File: config.mk
export PLATFORM = sky130hd
export DESIGN_NAME = lc3_fetch_unit
export DESIGN_NICKNAME = d
export VERILOG_FILES = /design/src/rtl/lc3_fetch_unit.sv
export SDC_FILE = /design/constraint.sdc
export NUM_CORES = 1
export LEC_CHECK = 0
export CORE_MARGIN = 5
export CORE_UTILIZATION = 38
export CTS_CLUSTER_DIAMETER = 50
export CTS_CLUSTER_SIZE = 14
export DETAILED_ROUTE_END_ITERATION = 7
export GPL_ROUTABILITY_DRIVEN = 1
export PLACE_DENSITY = 0.74
export SLEW_MARGIN = 25
export SYNTH_ARGS = -nofsm -noshare
export SYNTH_HDL_FRONTEND = slang
export SYNTH_SLANG_ARGS = --single-unit
File: constraint.sdc
create_clock -name clock -period 1.6 [get_ports clock]
set_input_delay 0.16 -clock clock [delete_from_list [all_inputs] [get_ports clock]]
set_output_delay 0.16 -clock clock [all_outputs]
set_load 0.05 [all_outputs]
File: src/rtl/lc3_fetch_unit.sv
// LC3 instruction fetch stage: PC ownership, imem request/ack handshake, IR latch.
// Optional LC3_FETCH_TIMEOUT_EN adds a WAIT-cycle bound that forces a NOP fetch and pulses fetch_err.
module lc3_fetch_unit #(
  parameter logic [15:0] RESET_PC = 16'h3000,
  parameter int          TIMEOUT  = 15
) (
  input  logic        clock,
  input  logic        reset,
  input  logic        enable_updatePC,
  input  logic        enable_fetch,
  input  logic        br_taken,
  input  logic [15:0] taddr,
  input  logic [15:0] imem_dout,
  input  logic        imem_ack,
  output logic [15:0] imem_addr,
  output logic        imem_rd,
  output logic [15:0] pc,
  output logic [15:0] npc,
  output logic [15:0] IR,
  output logic        complete_instr,
  output logic        fetch_err
);

  // state | meaning
  // IDLE  | no request outstanding, waiting for enable_fetch
  // WAIT  | imem_rd high, waiting for imem_ack (or timeout)
  // DONE  | IR valid, complete_instr high for this cycle
  localparam logic [1:0] S_IDLE = 2'd0;
  localparam logic [1:0] S_WAIT = 2'd1;
  localparam logic [1:0] S_DONE = 2'd2;

  if (TIMEOUT < 1 || TIMEOUT > 255) begin : g_bad_timeout
    $error("lc3_fetch_unit: TIMEOUT must be in 1..255");
  end

  logic [1:0] state;
  logic       squash;
  logic       timeout_hit;

  assign npc = pc + 16'd1;

  always_ff @(posedge clock) begin
    if (reset)
      pc <= RESET_PC;
    else if (enable_updatePC)
      pc <= br_taken ? taddr : npc;
  end

`ifdef LC3_FETCH_TIMEOUT_EN
  localparam logic [7:0] TIMEOUT_TC = 8'(TIMEOUT - 1);
  logic [7:0] wait_cnt;

  assign timeout_hit = (wait_cnt == TIMEOUT_TC) && !imem_ack;

  always_ff @(posedge clock) begin
    if (reset)
      wait_cnt <= 8'd0;
    else if (state == S_IDLE && enable_fetch)
      wait_cnt <= 8'd0;
    else if (state == S_WAIT && !imem_ack)
      wait_cnt <= wait_cnt + 8'd1;
  end

  // A squashed fetch that times out is simply dropped, so no error pulse.
  always_ff @(posedge clock) begin
    if (reset)
      fetch_err <= 1'b0;
    else
      fetch_err <= (state == S_WAIT) && !squash && timeout_hit;
  end
`else
  assign timeout_hit = 1'b0;
  assign fetch_err   = 1'b0;
`endif

  always_ff @(posedge clock) begin
    if (reset) begin
      state          <= S_IDLE;
      IR             <= 16'h0000;
      imem_addr      <= 16'h0000;
      imem_rd        <= 1'b0;
      complete_instr <= 1'b0;
      squash         <= 1'b0;
    end else begin
      case (state)
        S_IDLE: begin
          complete_instr <= 1'b0;
          if (enable_fetch) begin
            imem_addr <= pc;
            imem_rd   <= 1'b1;
            state     <= S_WAIT;
          end
        end
        S_WAIT: begin
          if (imem_ack) begin
            imem_rd <= 1'b0;
            squash  <= 1'b0;
            if (!squash) begin
              IR             <= imem_dout;
              complete_instr <= 1'b1;
              state          <= S_DONE;
            end else begin
              state <= S_IDLE;
            end
          end else if (timeout_hit) begin
            imem_rd <= 1'b0;
            squash  <= 1'b0;
            if (!squash) begin
              IR             <= 16'h0000;
              complete_instr <= 1'b1;
              state          <= S_DONE;
            end else begin
              state <= S_IDLE;
            end
          end else if (enable_updatePC && br_taken) begin
            // Data for the old path is still in flight; drop it when it lands.
            squash <= 1'b1;
          end
        end
        S_DONE: begin
          complete_instr <= 1'b0;
          state          <= S_IDLE;
        end
        default: begin
          complete_instr <= 1'b0;
          imem_rd        <= 1'b0;
          state          <= S_IDLE;
        end
      endcase
    end
  end

endmodule

==> metrics.md, run 1 <==
| Metric | Value |
|---|---|
| Synth Register Bits | `53` |
| Clock net sink count | `53` |
| Critical path class | `reg -> out` |
| Commonest cells post-synth | `79 x nand2_1, 53 x dfxtp_1, 47 x a21oi_1, 19 x clkbuf_1, 19 x nor2_1` |
| Worst-case clock buffer depth | `2` |
| Final Max Tran Viols | `0` |
| FP Rows | `29` |
| Number of global-route vias before repair | `2680` |
| Hold EP | `pc[2]$_SDFFE_PP0P_` |
| Reg2reg setup slack | `-0.02 ns` |
| Peak Freq | `0.5516 GHz` |
| Syn_nets | `363` |
| Hold Path Stages | `2` |
| Cell count after placement | `508` |
| Post-synth EDFFs | `0` |
| Nets | `491` |
| Syn Inst Count | `324` |
| Violated checks | `setup timing` |
| Initial core utilization | `0.3922` |
| Grt ovf | `0` |
| Routed WL per cell | `15.30 um` |
| Final WS setup | `-0.2130 ns` |
| Total number of vias | `2704` |
| GR Util All Layers | `0.1878` |
| CTS tree | `built` |
| Largest net degree at the start of global routing | `35` |
| Clock latency on the worst-skew pair | `0.30 ns` |
| RSZ-0062 raised after global routing | `true` |
| Final core utilization | `0.6918` |
| Routed WL | `8.107 mm` |
| Dpl ws | `-0.004266 ns` |
| Critical Path RT | `1.44 ns` |
| Root Buffer | `clkbuf_8` |
| Drt initial violations | `111` |
| PwrDens | `739.0 nW/um^2` |
| Setup Viol. Count Final | `12` |
| First-pass GRT wire length | `13.06 mm` |
| Unique cell type count in the Yosys netlist | `45` |
| Post-route minimum period | `1.813 ns` |
| # fillers | `499` |
| Die area | `8316 um^2` |
| Avg Inst Size Synth | `7.731 um^2` |
| Synth Warn # | `0` |
| Fin. Hold Viols | `0` |
| Die Width | `91.19 um` |
| DRC viols | `0` |
| Core box area | `6386 um^2` |
| Share of cells above drive strength 1 | `0.3797` |
| IO Count | `105` |
| Worst-Margin Slew | `0.5834 ns` |
| Post-route ant nets | `0` |
| Vias per cell | `5.102` |
| Reg2Reg Capture Point | `pc[12]$_SDFFE_PP1P_` |
| Leak | `1.815 nW` |
| R2R Path Start | `pc[1]$_SDFFE_PP0P_` |
| Top post-synthesis cells by area | `dfxtp_1 42%, nand2_1 12%, a21oi_1 9.4%` |
| Rel. slew slack | `0.6110` |
| Crit path max fanout | `8` |
| Post-synth top area cell | `dfxtp_1` |
| Die Ht | `91.19 um` |
| Library cell with the highest instance count after synthesis | `nand2_1` |
| Layout Cells excl Fill | `530` |
| Post-Syn Area | `2505 um^2` |
| Final Wtd Congestion | `0.8847` |
| CP startpoint kind | `flop` |
| Initial antenna violation count | `0` |
| Drt first pass iters | `4` |
| P&R area growth vs syn | `76.37%` |
| Final period utilization | `1.133` |
| Seq/Total Area, Yosys | `0.4236` |
| CTS Buf Count | `5` |
| HP Class | `in -> reg` |
| Hold path startpoint | `reset` |
| Post-DP HPWL | `5.998 mm` |
| # diodes | `0` |
| Max Cap Viol | `0` |
| Setup Skew | `0.002796 ns` |
| CP arrival | `1.65 ns` |
| Status | `finished with violations` |
| Port Buffers | `103` |
| Worst VDD drop | `0.6068 mV` |
| Setup_tns | `-1.757 ns` |
| Reg2Reg Depth | `5` |
| Clock-pin slew on the worst setup and hold paths | `0.10 ns` |
| Post-synth top area share | `0.4236` |
| Worst setup EP type | `output port` |
| Prevailing post-synth register cell | `dfxtp_1` |
| Htree depth | `2` |
| Post-synth ARST share | `0` |
## metal layers
layer	wire, um	global-route usage	vias up	share of wire
li1	-	-	1349	-
met3	584	0.05868	4	0.072
met5	0	0	-	0
met4	58	0.02323	0	0.0072
met1	3342	0.2292	1263	0.41
met2	4121	0.3329	88	0.51
## flip-flops by register name, indices dropped and copies added (netlist names)
signal,cells
IR,16
imem_addr,16
pc,16
state,2
complete_instr,1
imem_rd,1
squash,1
## cells by family (layout without fill, tap and decap cells)
| kind of cell | after synthesis | in the layout | share of synthesized area |
|---|---|---|---|
| compound gates | 83 | 83 | 0.1958 |
| buf+inv | 35 | 164 | 0.06393 |
| simple gates | 135 | 135 | 0.2532 |
| fa+ha+maj | 1 | 1 | 0.004994 |
| xor+xnor | 14 | 14 | 0.04895 |
| flops | 53 | 53 | 0.4236 |
| other cells | 1 | 1 | 0.001497 |
| mux | 2 | 2 | 0.007992 |
## worst max-delay path by stage
| stage | start | endpoint | slack (ns) | depth (start not counted) |
|---|---|---|---|---|
| 6_report | pc[1]$_SDFFE_PP0P_ | npc[10] | -0.21 | 5 |
| 3_5_place_dp | br_taken | pc[13]$_SDFFE_PP1P_ | -0.004 | 6 |
| 5_1_grt | pc[1]$_SDFFE_PP0P_ | npc[10] | -0.28 | 5 |
| 2_1_floorplan | pc[6]$_SDFFE_PP0P_ | pc[9]$_SDFFE_PP0P_ | -0.13 | 5 |
| 4_1_cts | pc[1]$_SDFFE_PP0P_ | npc[10] | -0.27 | 5 |
| 3_3_place_gp | br_taken | pc[13]$_SDFFE_PP1P_ | 0.02 | 6 |
## layout by cell type (no fill, tap or decap), types with 5 or more instances in the layout
master / instances
buf_4: 91
nand2_1: 78
a21oi_1: 47
dfxtp_1: 38
clkdlybuf4s50_1: 36
buf_12: 16
nor2_1: 12
dfxtp_4: 12
o21ai_0: 10
xnor2_4: 7
clkbuf_8: 7
inv_1: 6
a31oi_1: 6
nor2_4: 5
xor2_4: 5
a211oi_1: 5
and3_1: 5
buf_6: 5
## worst max-delay path, cell delays in order (launching register included)
cell	delay, ns
dfxtp_4	0.40
ha_4	0.15
nand3_4	0.14
nor3_4	0.32
xor2_4	0.19
buf_12	0.15
## stage by stage
stage               hold WS [ns]  total power, mW  cell area, um^2
CTS                       0.2543            3.271             4298
global placement          0.4420            2.407             4071
floorplan                 0.2570            2.029             2839
global route              0.2881            3.403             4418
finish                    0.2562            3.265             4418
detailed placement        0.4488            2.417             4071
## report_power, final
group | switching, mW | leakage [nW] | internal, mW
Clock | 0.457 | 0.0549 | 0.401
Sequential | 0.0539 | 0.440 | 1.37
Combinational | 0.575 | 1.32 | 0.404
Total | 1.09 | 1.82 | 2.18
## repair_timing
item                       in CTS  in global routing
gates cloned                    0                  0
gates resized for setup        10                 16
buffers inserted               10                  6
setup endpoints to repair      12                 16
pin swaps                      11                 16
hold buffers                    0                  0
## layout make-up
cell class | count | area, um^2 | area share
well taps | 77 | 96.34 | 0.02181
repair buffers | 149 | 1425 | 0.3226
multi-input cells | 236 | 1655 | 0.3747
inverters | 7 | 26.28 | 0.005947
clock buffers | 7 | 96.34 | 0.02181
flip-flops and latches | 53 | 1110 | 0.2512
clock inverters | 1 | 8.758 | 0.001982
Note: power is estimated with default switching activity, not from simulation.
==> inputs of run 2 (changes only) <==
--- a/config.mk
+++ b/config.mk
@@ -5,13 +5,15 @@
 export SDC_FILE = /design/constraint.sdc
 export NUM_CORES = 1
 export LEC_CHECK = 0
+export CELL_PAD_IN_SITES_DETAIL_PLACEMENT = 1
+export CELL_PAD_IN_SITES_GLOBAL_PLACEMENT = 2
 export CORE_MARGIN = 5
-export CORE_UTILIZATION = 38
+export CORE_UTILIZATION = 21
 export CTS_CLUSTER_DIAMETER = 50
 export CTS_CLUSTER_SIZE = 14
 export DETAILED_ROUTE_END_ITERATION = 7
 export GPL_ROUTABILITY_DRIVEN = 1
-export PLACE_DENSITY = 0.74
+export PLACE_DENSITY = 0.76
 export SLEW_MARGIN = 25
 export SYNTH_ARGS = -nofsm -noshare
 export SYNTH_HDL_FRONTEND = slang
==> run 2 against run 1 <==
The run still ends with setup timing left; flip-flop and latch count unchanged; count of clock-buffer cells in the layout down 1; critical endpoint is now npc[6]; register-to-register slack worse by 0.04 ns; cell area up 6.2%; largest power group unchanged; sequential power about the same; first-iteration DRC count down 34%.
==> metrics.md, run 2 (synthesis results as in run 1) <==
| Metric | Value |
|---|---|
| CTS Buf Count | `5` |
| Met1 Track Usage GR | `0.1794` |
| Die Ht | `119.2 um` |
| Worst VDD drop | `0.3530 mV` |
| Worst-case clock buffer depth | `2` |
| Worst-Margin Slew | `0.5950 ns` |
| Final WS setup | `-0.2324 ns` |
| Critical path class | `reg -> out` |
| Setup Skew | `0.006663 ns` |
| Top Registers | `IR: 16 flops, imem_addr: 16 flops, pc: 16 flops` |
| Die Width | `119.2 um` |
| Vias per cell | `4.531` |
| Drt initial violations | `73` |
| Critical Path RT | `1.44 ns` |
| Total number of vias | `2764` |
| GR Util All Layers | `0.1394` |
| Post-DP HPWL | `7.617 mm` |
| Hold Path Stages | `2` |
| Clock net sink count | `53` |
| Setup crit start | `pc[0]$_SDFFE_PP0P_` |
| Post-route minimum period | `1.832 ns` |
| Commonest non-fill, non-tap cell in the layout | `buf_4` |
| Crit path max fanout | `8` |
| Port Buffers | `103` |
| Grt met3 use | `0.02464` |
| RSZ-0062 raised after global routing | `true` |
| CTS tree | `built` |
| Most frequent cells in the layout | `100 x buf_4, 77 x nand2_1, 47 x a21oi_1` |
| HP Class | `in -> reg` |
| Htree depth | `2` |
| R2R Path Start | `pc[3]$_SDFFE_PP0P_` |
| Worst setup EP type | `output port` |
| Setup Viol. Count Final | `12` |
| Min Hold Slack | `0.2567 ns` |
| DRC viols | `0` |
| Hold path startpoint | `reset` |
| Routed WL | `9.963 mm` |
| Leak | `1.907 nW` |
| Reg2reg setup slack | `-0.06 ns` |
| Die area | `14210 um^2` |
| GRT Max-Usage Layer | `met2` |
| Grt met2 use | `0.2398` |
| Drt first pass iters | `4` |
| Initial antenna violation count | `0` |
| Final Wtd Congestion | `0.8338` |
| Fin. Hold Viols | `0` |
| Violated checks | `setup timing` |
| Nets | `505` |
| Grt ovf | `0` |
| Clock-pin slew on the worst setup and hold paths | `0.07 ns` |
| Largest net degree at the start of global routing | `27` |
| Initial core utilization | `0.2166` |
| Final period utilization | `1.145` |
| CP arrival | `1.67 ns` |
| Setup_tns | `-1.899 ns` |
| Layout Cells excl Fill | `610` |
| IO Count | `105` |
| Cell count after placement | `582` |
| Share of cells above drive strength 1 | `0.4026` |
| Core box area | `11560 um^2` |
| Max Cap Viol | `0` |
| Number of global-route vias before repair | `2981` |
| Root Buffer | `clkbuf_16` |
| Status | `finished with violations` |
| First-pass GRT wire length | `16.10 mm` |
| # diodes | `0` |
| Post-route ant nets | `0` |
| Clock latency on the worst-skew pair | `0.29 ns` |
| Routed WL per cell | `16.33 um` |
| P&R area growth vs syn | `87.26%` |
| Reg2Reg Depth | `5` |
| PwrDens | `766.7 nW/um^2` |
| CP startpoint kind | `flop` |
| Overall Power | `3.596 mW` |
| Final Max Tran Viols | `0` |
| FP Rows | `39` |
| Peak Freq | `0.5457 GHz` |
| Rel. slew slack | `0.6033` |
## run 2: critical path, cell delays in order, from the launching register on
cell and delay [ns]:
dfxtp_4 0.40, ha_4 0.16, nand3_4 0.14, buf_4 0.19, nor2_4 0.15, xor2_4 0.18, buf_12 0.15
## run 2: final cells by class
| type | count | area, um^2 |
|---|---|---|
| Timing Repair Buffer | 163 | 1567 |
| Multi-Input combinational cell | 236 | 1662 |
| Sequential cell | 53 | 1105 |
| Clock inverter | 2 | 13.76 |
| Inverter | 7 | 26.28 |
| Fill cell | 1314 | 6874 |
| Clock buffer | 6 | 138.9 |
| Tap cell | 143 | 178.9 |
## run 2: power by group
part / switching (mW) / internal (mW) / leakage (nW)
logic: 0.597 / 0.433 / 1.39
registers: 0.0586 / 1.38 / 0.440
clock network: 0.508 / 0.624 / 0.0768
## run 2: final timing paths
check,endpoint
max,npc[6]
min reg2reg,imem_addr[14]$_SDFFE_PP0P_
max reg2reg,pc[9]$_SDFFE_PP0P_
min,imem_addr[3]$_SDFFE_PP0P_
## run 2: per-stage QoR
stage,instance area (um^2),worst slack (ns),util
2_1_floorplan,2839,-0.1348,-
3_3_place_gp,4214,-0.02825,0.3644
3_5_place_dp,4214,-0.04583,0.3644
4_1_cts,4551,-0.2297,0.3935
5_1_grt,4691,-0.3135,0.4056
6_report,4691,-0.2324,0.4056
## run 2: timing repair
action                     in CTS  in global routing
gates resized for setup        17                 17
pin swaps                      13                 14
buffers inserted               14                  8
gates cloned                    0                  0
setup endpoints to repair      13                 16
hold buffers                    0                  0
## run 2: per-layer routing
| layer | share of wire | wire, um |
|---|---|---|
| met1 | 0.46 | 4563 |
| met4 | 0.011 | 112 |
| met5 | 0 | 0 |
| met2 | 0.50 | 4950 |
| met3 | 0.034 | 337 |
